**src/rtl/dispatch_ctrl_if.sv**
```systemverilog
// Purpose : groups the instruction-queue / RS / ROB signals of the dispatch controller into one bundle.
// Latency : none; wires only.
// Backpressure: rs_full / rob_full / ifq_empty flow from the master side; pull/issue/alloc flow back from the slave.
// Ports   : master = queue/RS/ROB side (drives status, observes dispatch); slave = dispatch_ctrl.
interface dispatch_ctrl_if #(
    parameter int NUM_RS   = 4,
    parameter int RS_SEL_W = 2,
    parameter int CNT_W    = 16
);
    logic                ifq_empty;
    logic [RS_SEL_W-1:0] head_rs_sel;
    logic                head_is_branch;
    logic [NUM_RS-1:0]   rs_full;
    logic                rob_full;
    logic                br_resolved;
    logic                br_mispredict;
    logic                ifq_pull;
    logic [NUM_RS-1:0]   rs_issue;
    logic                rob_alloc;
    logic                flush;
    logic [1:0]          state_o;
    logic [CNT_W-1:0]    perf_stall_rs;
    logic [CNT_W-1:0]    perf_stall_rob;
    logic [CNT_W-1:0]    perf_stall_br;

    modport master (
        output ifq_empty, head_rs_sel, head_is_branch, rs_full, rob_full, br_resolved, br_mispredict,
        input  ifq_pull, rs_issue, rob_alloc, flush, state_o, perf_stall_rs, perf_stall_rob, perf_stall_br
    );

    modport slave (
        input  ifq_empty, head_rs_sel, head_is_branch, rs_full, rob_full, br_resolved, br_mispredict,
        output ifq_pull, rs_issue, rob_alloc, flush, state_o, perf_stall_rs, perf_stall_rob, perf_stall_br
    );
endinterface

```
**src/rtl/dispatch_ctrl.sv**
```systemverilog
// Purpose : pops the instruction-queue head into its reservation station, serialises past branches, flushes on mispredict.
// Latency : dispatch (ifq_pull/rs_issue/rob_alloc) is combinational, same cycle; flush is held FLUSH_CYCLES cycles.
// Backpressure: no pop while the target RS is full, the ROB is full, the select is invalid, or a branch is unresolved.
// Ports   : clk, rst (async, active-low) plus bus (dispatch_ctrl_if.slave) carrying queue head, RS/ROB status,
//           branch resolution, dispatch strobes, flush, state_o and three perf counters.
// Option  : `define DISPATCH_PERF_EN to implement the perf counters; otherwise they read constant 0.
module dispatch_ctrl #(
    parameter int NUM_RS       = 4,
    parameter int RS_SEL_W     = 2,
    parameter int FLUSH_CYCLES = 2,
    parameter int CNT_W        = 16
) (
    input  logic          clk,
    input  logic          rst,
    dispatch_ctrl_if.slave bus
);
    localparam int FC_W = (FLUSH_CYCLES > 1) ? $clog2(FLUSH_CYCLES) : 1;

    typedef enum logic [1:0] {
        RUN     = 2'd0,
        BR_WAIT = 2'd1,
        FLUSH   = 2'd2
    } state_t;

    state_t            state_q, state_d;
    logic [FC_W-1:0]   flush_cnt_q, flush_cnt_d;
    logic              sel_vld;
    logic              rs_busy;
    logic              go;
    logic [NUM_RS-1:0] issue_vec;

    // Decode the head's RS select without indexing rs_full out of range.
    always_comb begin
        sel_vld   = 1'b0;
        rs_busy   = 1'b0;
        issue_vec = '0;
        for (int i = 0; i < NUM_RS; i++) begin
            if (bus.head_rs_sel == RS_SEL_W'(i)) begin
                sel_vld = 1'b1;
                rs_busy = bus.rs_full[i];
            end
        end
        // rst is folded in so the strobes stay low while reset is held.
        go = rst && (state_q == RUN) && !bus.ifq_empty && sel_vld && !rs_busy && !bus.rob_full;
        for (int i = 0; i < NUM_RS; i++) begin
            issue_vec[i] = go && (bus.head_rs_sel == RS_SEL_W'(i));
        end
    end

    always_comb begin
        state_d     = state_q;
        flush_cnt_d = flush_cnt_q;
        case (state_q)
            RUN: begin
                if (go && bus.head_is_branch) state_d = BR_WAIT;
            end
            BR_WAIT: begin
                if (bus.br_resolved) begin
                    if (bus.br_mispredict) begin
                        state_d     = FLUSH;
                        flush_cnt_d = FC_W'(FLUSH_CYCLES - 1);
                    end else begin
                        state_d = RUN;
                    end
                end
            end
            FLUSH: begin
                if (flush_cnt_q == '0) state_d = RUN;
                else                   flush_cnt_d = flush_cnt_q - FC_W'(1);
            end
            default: state_d = RUN;
        endcase
    end

    always_ff @(posedge clk or negedge rst) begin
        if (!rst) begin
            state_q     <= RUN;
            flush_cnt_q <= '0;
        end else begin
            state_q     <= state_d;
            flush_cnt_q <= flush_cnt_d;
        end
    end

    assign bus.ifq_pull  = go;
    assign bus.rob_alloc = go;
    assign bus.rs_issue  = issue_vec;
    assign bus.flush     = rst && (state_q == FLUSH);
    assign bus.state_o   = state_q;

`ifdef DISPATCH_PERF_EN
    logic [CNT_W-1:0] stall_rs_q, stall_rs_d;
    logic [CNT_W-1:0] stall_rob_q, stall_rob_d;
    logic [CNT_W-1:0] stall_br_q, stall_br_d;
    logic             rs_inc, rob_inc, br_inc;

    // Priority: empty queue counts nothing, then RS full/invalid, then ROB full.
    always_comb begin
        rs_inc  = (state_q == RUN) && !bus.ifq_empty && (!sel_vld || rs_busy);
        rob_inc = (state_q == RUN) && !bus.ifq_empty && sel_vld && !rs_busy && bus.rob_full;
        br_inc  = (state_q == BR_WAIT);
        stall_rs_d  = (rs_inc  && stall_rs_q  != '1) ? stall_rs_q  + CNT_W'(1) : stall_rs_q;
        stall_rob_d = (rob_inc && stall_rob_q != '1) ? stall_rob_q + CNT_W'(1) : stall_rob_q;
        stall_br_d  = (br_inc  && stall_br_q  != '1) ? stall_br_q  + CNT_W'(1) : stall_br_q;
    end

    always_ff @(posedge clk or negedge rst) begin
        if (!rst) begin
            stall_rs_q  <= '0;
            stall_rob_q <= '0;
            stall_br_q  <= '0;
        end else begin
            stall_rs_q  <= stall_rs_d;
            stall_rob_q <= stall_rob_d;
            stall_br_q  <= stall_br_d;
        end
    end

    assign bus.perf_stall_rs  = stall_rs_q;
    assign bus.perf_stall_rob = stall_rob_q;
    assign bus.perf_stall_br  = stall_br_q;
`else
    assign bus.perf_stall_rs  = '0;
    assign bus.perf_stall_rob = '0;
    assign bus.perf_stall_br  = '0;
`endif
endmodule

```
**src/flat_wrapper.sv**
```systemverilog
// flat-port wrapper written by rule: the top's interface ports become plain ports
module dispatch_ctrl_flat 
#(
    parameter int NUM_RS       = 4,
    parameter int RS_SEL_W     = 2,
    parameter int FLUSH_CYCLES = 2,
    parameter int CNT_W        = 16
)
  (clk, rst, bus_ifq_empty, bus_head_rs_sel, bus_head_is_branch, bus_rs_full, bus_rob_full, bus_br_resolved, bus_br_mispredict, bus_ifq_pull, bus_rs_issue, bus_rob_alloc, bus_flush, bus_state_o, bus_perf_stall_rs, bus_perf_stall_rob, bus_perf_stall_br);
  dispatch_ctrl_if #(.NUM_RS(NUM_RS), .RS_SEL_W(RS_SEL_W), .CNT_W(CNT_W)) bus_i ();
  input  logic clk;
  input  logic rst;
  input wire logic [$bits(bus_i.ifq_empty)-1:0] bus_ifq_empty;
  input wire logic [$bits(bus_i.head_rs_sel)-1:0] bus_head_rs_sel;
  input wire logic [$bits(bus_i.head_is_branch)-1:0] bus_head_is_branch;
  input wire logic [$bits(bus_i.rs_full)-1:0] bus_rs_full;
  input wire logic [$bits(bus_i.rob_full)-1:0] bus_rob_full;
  input wire logic [$bits(bus_i.br_resolved)-1:0] bus_br_resolved;
  input wire logic [$bits(bus_i.br_mispredict)-1:0] bus_br_mispredict;
  output wire logic [$bits(bus_i.ifq_pull)-1:0] bus_ifq_pull;
  output wire logic [$bits(bus_i.rs_issue)-1:0] bus_rs_issue;
  output wire logic [$bits(bus_i.rob_alloc)-1:0] bus_rob_alloc;
  output wire logic [$bits(bus_i.flush)-1:0] bus_flush;
  output wire logic [$bits(bus_i.state_o)-1:0] bus_state_o;
  output wire logic [$bits(bus_i.perf_stall_rs)-1:0] bus_perf_stall_rs;
  output wire logic [$bits(bus_i.perf_stall_rob)-1:0] bus_perf_stall_rob;
  output wire logic [$bits(bus_i.perf_stall_br)-1:0] bus_perf_stall_br;
  assign bus_i.ifq_empty = bus_ifq_empty;
  assign bus_i.head_rs_sel = bus_head_rs_sel;
  assign bus_i.head_is_branch = bus_head_is_branch;
  assign bus_i.rs_full = bus_rs_full;
  assign bus_i.rob_full = bus_rob_full;
  assign bus_i.br_resolved = bus_br_resolved;
  assign bus_i.br_mispredict = bus_br_mispredict;
  assign bus_ifq_pull = bus_i.ifq_pull;
  assign bus_rs_issue = bus_i.rs_issue;
  assign bus_rob_alloc = bus_i.rob_alloc;
  assign bus_flush = bus_i.flush;
  assign bus_state_o = bus_i.state_o;
  assign bus_perf_stall_rs = bus_i.perf_stall_rs;
  assign bus_perf_stall_rob = bus_i.perf_stall_rob;
  assign bus_perf_stall_br = bus_i.perf_stall_br;
  dispatch_ctrl #(.NUM_RS(NUM_RS), .RS_SEL_W(RS_SEL_W), .FLUSH_CYCLES(FLUSH_CYCLES), .CNT_W(CNT_W)) u_core (.clk(clk), .rst(rst), .bus(bus_i));
endmodule
```
**config.mk**
```make
export PLATFORM = sky130hd
export DESIGN_NAME = dispatch_ctrl_flat
export DESIGN_NICKNAME = d
export VERILOG_FILES = /design/src/rtl/dispatch_ctrl_if.sv /design/src/rtl/dispatch_ctrl.sv /design/src/flat_wrapper.sv
export SDC_FILE = /design/constraint.sdc
export NUM_CORES = 1
export LEC_CHECK = 0
export BUFFER_PORTS_ARGS = -buffer_cell sky130_fd_sc_hd__clkbuf_2
export CORE_MARGIN = 5
export CORE_UTILIZATION = 33
export DETAILED_ROUTE_END_ITERATION = 8
export PLACE_DENSITY = 0.75
export SETUP_SLACK_MARGIN = 0.02
export SYNTH_ARGS = -nofsm -noshare
export SYNTH_HDL_FRONTEND = slang
export SYNTH_SLANG_ARGS = --single-unit
export TNS_END_PERCENT = 100
```
**constraint.sdc**
```tcl
create_clock -name clk -period 2.35 [get_ports clk]
set_input_delay 0.47 -clock clk [delete_from_list [all_inputs] [get_ports clk]]
set_output_delay 0.47 -clock clk [all_outputs]
set_load 0.02 [all_outputs]
```
==> results of run 1 <==
## kinds of logic after synthesis
logic type             count (synthesis)
AOI/OAI and AO/OA                      4
buffers and inverters                 49
DFF                                    3
muxes                                  1
other                                  1
and+or+nand+nor                       19
## final cells by class
cell class	count	area (um2)	share of cell area, %
multi-input combinational	72	365.4	60.33
timing repair buffer	21	107.6	17.77
sequential	3	75.07	12.40
tap	25	31.28	5.165
clock buffer	4	26.28	4.339
## worst paths after layout
path,start,endpoint,slack [ps]
setup / recovery,u_core.bus.state_o[0]$_DFFE_PN0P_,bus_ifq_pull,130
hold / removal,rst,u_core.bus.state_o[0]$_DFFE_PN0P_,40
setup reg to reg,u_core.bus.state_o[0]$_DFFE_PN0P_,u_core.bus.state_o[0]$_DFFE_PN0P_,860
hold reg to reg,u_core.flush_cnt_q$_DFFE_PN0P_,u_core.flush_cnt_q$_DFFE_PN0P_,530
max in group asynchronous,rst,u_core.bus.state_o[1]$_DFFE_PN0P_,2180
min in group clk,bus_br_resolved,u_core.bus.state_o[0]$_DFFE_PN0P_,470
## power by group through the flow
| stage | clock network (mW) | logic (mW) | registers [mW] |
|---|---|---|---|
| 6_report | 0.0900 | 0.121 | 0.0726 |
| 5_1_grt | 0.0979 | 0.132 | 0.0744 |
| 4_1_cts | 0.0948 | 0.117 | 0.0723 |
| 3_5_place_dp | 0 | 0.116 | 0.0730 |
| 3_3_place_gp | 0 | 0.114 | 0.0716 |
| 2_1_floorplan | 0 | 0.153 | 0.0727 |
## flip-flops by register name (all words and copies together) (netlist names)
register / count
u_core.flush_cnt_q: 1
u_core.bus.state_o: 2
## layer usage
metal | vias to the layer above | wire length (um) | track usage [%]
li1 | 206 | - | -
met1 | 187 | 381 | 8.754
met2 | 42 | 556 | 12.40
met3 | 2 | 247 | 3.944
met4 | 0 | 9 | 3.830
met5 | - | 0 | 0
## cells in the final DEF, fill, tap and decap left out, drive strengths merged
| master | instances |
|---|---|
| clkbuf | 22 |
| a31oi | 1 |
| nor2 | 3 |
| nor4b | 2 |
| nor4 | 1 |
| nand2 | 4 |
| or4 | 1 |
| buf | 3 |
| and3 | 1 |
| o32ai | 1 |
| nand3b | 2 |
| o21ai | 2 |
| nand2b | 2 |
| nor3b | 1 |
| or4b | 1 |
| mux2i | 1 |
| dfrtp | 3 |
| conb | 48 |
| and3b | 1 |
==> impl_metrics.json, run 1 <==
{
  "syn_inst": 77,
  "place_ws_ps": 123.3,
  "num_io_pins": 70,
  "hold_violations": 0,
  "ratio_of_cells_with_drive_above_1_in_the_final_layout_pct": 30.00,
  "clock_edge_transition_at_the_registers_on_the_reported_setup_and_hold_paths_ps": 40,
  "antenna-diode-count": 0,
  "postSynthAreaPerCell_um2": 7.930,
  "grt_max_degree": 8,
  "cp_slowest_cell": "or4b_4",
  "synth.distinct_cells": 18,
  "setup_viol_count_final": 0,
  "power.switching_fraction_pct": 46.89,
  "post-route-drc-count": 0,
  "routed-via-count": 437,
  "grt_util_all_layers_pct": 7.895,
  "final_cells": 125,
  "clockRootBuffer": "clkbuf_4",
  "post-dp-hpwl_um": 1091,
  "grt_pass1_vias": 350,
  "timing.critical_path.max_delay_family": "simple AND/OR/NAND/NOR gates",
  "report.final.slew_viol_count": 0,
  "clk-insertion-delay-late_ps": 230,
  "worst_path_cell_chain": "nand2b_1 -> or4b_4 -> nor3b_2 -> buf_2",
  "drt_iter0_markers": 8,
  "power.clock.fraction_pct": 31.7,
  "worst_setup_path_class": "flip-flop to output pin",
  "cts_sinks": 3,
  "seq_area_frac_synth_pct": 12.30,
  "worstSetupEndpointType": "output pin",
  "power.total_uw": 283.6,
  "power_frac_seq_pct": 25.6,
  "setup_tns_ps": 0,
  "layout-area-overhead-vs-synth_pct": -0.8197,
  "design.final.nets": 114,
  "worstPathBufferInverterCount": 1,
  "stdcell_area_um2": 605.6,
  "holdWs_ps": 38.08,
  "worstRegToRegCells": 3,
  "most_frequently_used_cell_type_in_the_post_synthesis_netlist": "buf_4",
  "die-height_um": 53.02,
  "synth_simple_gate_area_share_pct": 19.88,
  "synth_flop_cell": "dfrtp_1",
  "power.share.combinational_pct": 42.7,
  "power.ir.vdd_worst_mv": 0.2238,
  "synthesis.area_um2": 610.6,
  "worstHoldPathType": "input port to asynchronous set/reset pin",
  "detailedRoute.firstPassIterationCount": 2,
  "synth_top_family_by_area": "buffers and inverters",
  "postRouteAntennaNets": 0,
  "timing.critical_path.slowest_cell_delay_ps": 510,
  "die_area_um2": 2811,
  "dp.cells": 121,
  "count_of_h_tree_levels_built_during_cts": 1,
  "synth_top_cells_by_area": "buf_4 (60%), dfrtp_1 (12%), nor4b_1 (2.9%)",
  "p_sw_uw": 133.0,
  "worst-endpoint-required_ps": 1880,
  "cts.hold.buffers_added": 0,
  "postSynth.asyncResetShare_pct": 100.0,
  "finalWirelength_um": 1194,
  "gp_congestion": 0.6687,
  "grt_first_pass_wirelength_um": 1573,
  "worst_slack_ps": 129.4,
  "synthAdderAreaFrac_pct": 0,
  "grt-ovfl-total": 0,
  "synth.mux.area_fraction_pct": 1.639,
  "cp_num_cells": 4,
  "critical_path_peak_fanout": 7,
  "synth_top_area_share_pct": 60.25,
  "dieWidth_um": 53.02,
  "worst_setup_path_start_kind": "flip-flop",
  "outcome": "complete, no violations",
  "detail_route.vias_per_cell": 3.496,
  "synth_xor_area_share_pct": 0,
  "io_buffer_count": 21,
  "utilization_pct": 34.70,
  "synth-compound-area-share_pct": 5.328,
  "netlist.top_cell.by_area": "buf_4",
  "period_share_pct": 94.49,
  "postCtsSetupBuffers": 0,
  "synth_common_cells": "buf_4 (49), nand2_1 (4), dfrtp_1 (3), nor2_1 (3)",
  "clock_skews_ps": 5.623,
  "post_dp_cell_area_um2": 560.5,
  "yosys_warnings": 0,
  "timing.critical_path.arrival_ps": 1750,
  "drt-wirelength-per-cell_um": 9.552,
  "clock_tree_buffer_depth": 2,
  "grt_antenna_before_repair": 0,
  "tritoncts": "done",
  "fill_cells": 194,
  "synth-edff-count": 0,
  "ys_seq_elements": 3,
  "cts_inserted_buffers": 3,
  "clock.fmax_mhz": 450.3,
  "layout_min_cycle_time_ps": 2221,
  "setup_repair_after_global_routing_missed_its_margin": "yes",
  "max_cap_viol_count": 0,
  "power.leakage_nw": 0.3637,
  "p_per_area_nw_per_um2": 468.3,
  "p_int_uw": 150.6,
  "post_cts_resize_count": 0,
  "initial_core_util_pct": 34.98,
  "placeable_core_area_um2": 1745,
  "placement_rows": 15
}
No activity file was read; power rests on OpenSTA's default activity.
==> run 2, diff against run 1 <==
--- a/config.mk
+++ b/config.mk
@@ -7,9 +7,9 @@
 export LEC_CHECK = 0
 export BUFFER_PORTS_ARGS = -buffer_cell sky130_fd_sc_hd__clkbuf_2
 export CORE_MARGIN = 5
-export CORE_UTILIZATION = 33
+export CORE_UTILIZATION = 30
 export DETAILED_ROUTE_END_ITERATION = 8
-export PLACE_DENSITY = 0.75
+export PLACE_DENSITY = 0.72
 export SETUP_SLACK_MARGIN = 0.02
 export SYNTH_ARGS = -nofsm -noshare
 export SYNTH_HDL_FRONTEND = slang
==> constraint.sdc (replaced) <==
create_clock -name clk -period 1.9 [get_ports clk]
set_input_delay 0.38 -clock clk [delete_from_list [all_inputs] [get_ports clk]]
set_output_delay 0.38 -clock clk [all_outputs]
set_load 0.02 [all_outputs]
==> run 2 against run 1 <==
The run now ends with negative setup slack left; critical path depth stayed put; design area is 21% higher; worst setup slack worse by 270 ps; clock power is 22% higher; total power is 31% higher; die area is 8.1% higher.
==> impl_metrics.json, run 2 (synthesis results as in run 1) <==
{
  "initial_core_util_pct": 31.44,
  "power.total_uw": 372.8,
  "io_buffer_count": 21,
  "grt_util_all_layers_pct": 7.163,
  "p_per_area_nw_per_um2": 509.3,
  "worstHoldPathType": "input port to asynchronous set/reset pin",
  "count_of_h_tree_levels_built_during_cts": 1,
  "antenna-diode-count": 0,
  "detail_route.vias_per_cell": 3.496,
  "num_io_pins": 70,
  "gp_congestion": 0.7467,
  "grt_max_degree": 7,
  "postRouteAntennaNets": 0,
  "drt-wirelength-per-cell_um": 9.722,
  "timing.critical_path.from": "u_core.bus.state_o[0]$_DFFE_PN0P_",
  "cts.hold.buffers_added": 0,
  "max_cap_viol_count": 0,
  "p_sw_uw": 171.9,
  "post_dp_cell_area_um2": 671.9,
  "period_share_pct": 107.6,
  "setup_viol_count_final": 5,
  "postCtsSetupBuffers": 0,
  "clock.fmax_mhz": 489.1,
  "grt-ovfl-total": 0,
  "cp_num_cells": 4,
  "worstRegToRegCells": 4,
  "report.final.slew_viol_count": 0,
  "drt_iter0_markers": 2,
  "layout_commonest_cell": "conb_1",
  "grt_antenna_before_repair": 0,
  "worst_slack_ps": -144.7,
  "die_area_um2": 3038,
  "regToRegStartpoint": "u_core.bus.state_o[0]$_DFFE_PN0P_",
  "design.final.nets": 120,
  "worst_setup_path_class": "flip-flop to output pin",
  "cts_inserted_buffers": 3,
  "worst-endpoint-required_ps": 1520,
  "detailedRoute.firstPassIterationCount": 4,
  "timing.critical_path.arrival_ps": 1660,
  "worstPathBufferInverterCount": 1,
  "critical_path_peak_fanout": 3,
  "post-dp-hpwl_um": 1185,
  "failed_checks": "negative setup slack",
  "fill_cells": 215,
  "grt_pass1_vias": 380,
  "stdcell_area_um2": 732.0,
  "layout-area-overhead-vs-synth_pct": 19.88,
  "cp_slowest_cell": "or4b_4",
  "die-height_um": 55.12,
  "cts_sinks": 3,
  "power.leakage_nw": 0.4155,
  "largest_register_ff_count": 2,
  "worst_setup_path_start_kind": "flip-flop",
  "final_cells": 133,
  "power.share.combinational_pct": 47.1,
  "hold_violations": 0,
  "finalWirelength_um": 1293,
  "clock_tree_buffer_depth": 2,
  "worst_path_cell_chain": "nand2b_4 -> or4b_4 -> nor3b_4 -> clkbuf_8",
  "clock_skews_ps": 0.5037,
  "ratio_of_cells_with_drive_above_1_in_the_final_layout_pct": 36.79,
  "dieWidth_um": 55.12,
  "timing.critical_path.max_delay_family": "simple AND/OR/NAND/NOR gates",
  "clockRootBuffer": "clkbuf_4",
  "power.ir.vdd_worst_mv": 0.2205,
  "timing.critical_path.slowest_cell_delay_ps": 510,
  "post-route-drc-count": 0,
  "clk-insertion-delay-late_ps": 230,
  "power.clock.fraction_pct": 29.5,
  "outcome": "finished, violations left",
  "utilization_pct": 37.69,
  "setup_repair_after_global_routing_missed_its_margin": "yes",
  "mostFrequentLayoutCells": "conb_1 (48), clkbuf_2 (15), buf_4 (9), nand2_1 (4)",
  "layout_min_cycle_time_ps": 2045,
  "routed-via-count": 465,
  "dp.cells": 129,
  "worstSetupEndpointType": "output pin",
  "holdWs_ps": 82.73,
  "placement_rows": 16,
  "p_int_uw": 200.9,
  "placeable_core_area_um2": 1942,
  "grt_first_pass_wirelength_um": 1462,
  "power.switching_fraction_pct": 46.11,
  "tritoncts": "done",
  "clock_edge_transition_at_the_registers_on_the_reported_setup_and_hold_paths_ps": 40,
  "power_frac_seq_pct": 23.4
}
[run 2: cell count changes in the layout (fill, tap and decap cells not counted), sizes merged]
| cell | change |
|---|---|
| buf | +6 |
[run 2: routing by layer]
layer	track usage, %	wire [um]	vias to the layer above	share of wire, %
li1	-	-	216	-
met1	6.080	338	208	26
met2	13.19	667	41	52
met3	3.217	287	0	22
met4	4.858	0	0	0
met5	0	0	-	0
[run 2: cell type report]
class | instances | area [um2] | area share, %
Tap cell | 27 | 33.78 | 4.615
Multi-Input combinational cell | 72 | 411.6 | 56.24
Timing Repair Buffer | 27 | 183.9 | 25.13
Clock buffer | 4 | 26.28 | 3.590
Sequential cell | 3 | 76.32 | 10.43
[run 2: timing repair]
action,CTS,global route
endpoints found under the setup margin,6,6
resized for setup,8,4
pin swaps,2,1
[run 2: stage by stage]
step           setup WS (ps)  TNS, ps
2_1_floorplan         -98.42   -148.8
3_3_place_gp          -37.63   -111.5
3_5_place_dp          -64.50   -173.2
4_1_cts               -187.6   -791.8
5_1_grt               -203.5   -998.0
6_report              -144.7   -685.8
[run 2: power by group through the flow]
stage          clock [mW]  combinational, mW  sequential, mW
2_1_floorplan           0              0.198          0.0902
3_3_place_gp            0              0.167          0.0868
3_5_place_dp            0              0.169          0.0875
4_1_cts             0.117              0.173          0.0867
5_1_grt             0.125              0.190          0.0885
6_report            0.110              0.176          0.0873
[run 2: path summary, 6_finish.rpt]
kind / to / slack (ps)
max: bus_rob_alloc / -140
min: u_core.flush_cnt_q$_DFFE_PN0P_ / 80
max reg2reg: u_core.bus.state_o[0]$_DFFE_PN0P_ / 370
min reg2reg: u_core.flush_cnt_q$_DFFE_PN0P_ / 520
max in group asynchronous: u_core.bus.state_o[0]$_DFFE_PN0P_ / 1710
min in group clk: u_core.bus.state_o[0]$_DFFE_PN0P_ / 380
==> run 3, diff against run 2 <==
--- a/config.mk
+++ b/config.mk
@@ -9,7 +9,7 @@
 export CORE_MARGIN = 5
 export CORE_UTILIZATION = 30
 export DETAILED_ROUTE_END_ITERATION = 8
-export PLACE_DENSITY = 0.72
+export PLACE_DENSITY = 0.86
 export SETUP_SLACK_MARGIN = 0.02
 export SYNTH_ARGS = -nofsm -noshare
 export SYNTH_HDL_FRONTEND = slang
==> run 3 against run 2 <==
The flow still finishes with violations (negative setup slack); combinational power is essentially flat; count of clock-buffer cells in the layout is the same; utilization rose by 0.39 points; hold slack gained 8.2 ps; cell count is 0.75% higher; critical endpoint unchanged.
==> impl_metrics.json, run 3 (synthesis results as in run 1) <==
{
  "outcome": "finished, violations left",
  "failed_checks": "negative setup slack",
  "fill_cells": 210,
  "setup_tns_ps": -794.3,
  "holdWs_ps": 90.96,
  "design.final.nets": 121,
  "hold_violations": 0,
  "ratio_of_cells_with_drive_above_1_in_the_final_layout_pct": 37.38,
  "worst_path_cell_chain": "nand2b_4 -> or4b_4 -> nor3b_4 -> clkbuf_8",
  "post-route-drc-count": 0,
  "grt_util_all_layers_pct": 7.838,
  "worst_setup_path_start_kind": "flip-flop",
  "worstPathBufferInverterCount": 1,
  "report.final.slew_viol_count": 0,
  "power.ir.vdd_worst_mv": 0.1655,
  "layout_min_cycle_time_ps": 2083,
  "placement_rows": 16,
  "mostFrequentLayoutCells": "conb_1 (48), clkbuf_2 (15), buf_4 (10), nand2_1 (4)",
  "met1_length_um": 373,
  "die_area_um2": 3038,
  "initial_core_util_pct": 31.44,
  "die-height_um": 55.12,
  "setup_viol_count_final": 6,
  "grt_max_degree": 7,
  "cts_sinks": 3,
  "critical_path_peak_fanout": 3,
  "cts.hold.buffers_added": 0,
  "period_share_pct": 109.6,
  "dieWidth_um": 55.12,
  "setup_repair_after_global_routing_missed_its_margin": "yes",
  "layout_commonest_cell": "conb_1",
  "worstHoldPathType": "input port to asynchronous set/reset pin",
  "worst-endpoint-required_ps": 1520,
  "detailedRoute.firstPassIterationCount": 4,
  "worst_setup_path_class": "flip-flop to output pin",
  "cts_inserted_buffers": 3,
  "detail_route.vias_per_cell": 3.567,
  "io_buffer_count": 21,
  "met2_layer_wire_length_in_the_routed_design_um": 715,
  "clock_edge_transition_at_the_registers_on_the_reported_setup_and_hold_paths_ps": 40,
  "drt-wirelength-per-cell_um": 10.47,
  "finalWirelength_um": 1403,
  "clock.fmax_mhz": 480.2,
  "grt_first_pass_wirelength_um": 1649,
  "clockRootBuffer": "clkbuf_4",
  "tritoncts": "done",
  "worstRegToRegCells": 5,
  "worstSetupEndpointType": "output pin",
  "grt_pass1_vias": 417,
  "area.sequential_um2": 76.32,
  "clock_skews_ps": 2.638,
  "maxUsedRoutingLayer": "met3",
  "clk-insertion-delay-late_ps": 230,
  "timing.critical_path.max_delay_family": "simple AND/OR/NAND/NOR gates",
  "grt_antenna_before_repair": 0,
  "num_io_pins": 70,
  "timing.critical_path.arrival_ps": 1700,
  "grt-ovfl-total": 0,
  "met3_length_um": 314,
  "timing.critical_path.slowest_cell_delay_ps": 510,
  "cp_slowest_cell": "or4b_4",
  "count_of_h_tree_levels_built_during_cts": 1,
  "placeable_core_area_um2": 1942,
  "routed-via-count": 478,
  "power.leakage_nw": 0.4198,
  "postRouteAntennaNets": 0,
  "worst_slack_ps": -182.5,
  "p_per_area_nw_per_um2": 507.1,
  "place_ws_ps": -68.17,
  "gp_congestion": 0.6187,
  "post-dp-hpwl_um": 1210,
  "drt_iter0_markers": 5,
  "layout-area-overhead-vs-synth_pct": 21.11,
  "antenna-diode-count": 0,
  "power.total_uw": 375.0,
  "largest_register_ff_count": 2,
  "max_cap_viol_count": 0,
  "clock_tree_buffer_depth": 2,
  "area_used_by_multi_input_combinational_logic_um2": 411.6,
  "cp_num_cells": 4
}
-- run 3: power by group --
| group | switching [mW] | internal (mW) |
|---|---|---|
| Clock | 0.0310 | 0.0786 |
| Combinational | 0.132 | 0.0456 |
| Sequential | 0.00978 | 0.0777 |
-- run 3: stage by stage --
step	util (%)	cell area, um2	std cells
floorplan	-	859.6	124
global placement	34.60	671.9	129
detailed placement	34.60	671.9	129
CTS	37.56	729.5	133
global route	38.08	739.5	134
finish	38.08	739.5	134
-- run 3: repair_timing --
action | in CTS | in global routing
resized for setup | 8 | 4
setup buffers | 0 | 1
endpoints found under the setup margin | 6 | 6
pin swaps | 3 | 0
-- run 3: layer usage --
metal  global-route usage (%)  up-vias
met1                    6.260      214
li1                         -      216
met2                    15.35       48
met3                    4.021        0
met4                    3.644        0
met5                        0        -
-- run 3: worst paths after layout --
| check | from | end | slack [ps] |
|---|---|---|---|
| hold / removal | rst | u_core.bus.state_o[0]$_DFFE_PN0P_ | 90 |
| min in group clk | bus_br_resolved | u_core.bus.state_o[0]$_DFFE_PN0P_ | 380 |
| max in group asynchronous | rst | u_core.bus.state_o[0]$_DFFE_PN0P_ | 1700 |
| setup / recovery | u_core.bus.state_o[0]$_DFFE_PN0P_ | bus_rob_alloc | -180 |
| setup reg to reg | u_core.bus.state_o[0]$_DFFE_PN0P_ | u_core.bus.state_o[0]$_DFFE_PN0P_ | 220 |
| hold reg to reg | u_core.flush_cnt_q$_DFFE_PN0P_ | u_core.flush_cnt_q$_DFFE_PN0P_ | 520 |
-- run 3: worst reg2reg max path: stages, from the launching register on --
cell      delay, ps
dfrtp_2         390
nand2b_4        140
or4b_4          510
buf_4           160
buf_4           120
o32ai_2         260
-- run 3: final cells by class --
class	count	area share (%)
clock buffers	4	3.553
well taps	27	4.569
flip-flops and latches	3	10.32
multi-input cells	72	55.67
repair buffers	28	25.89
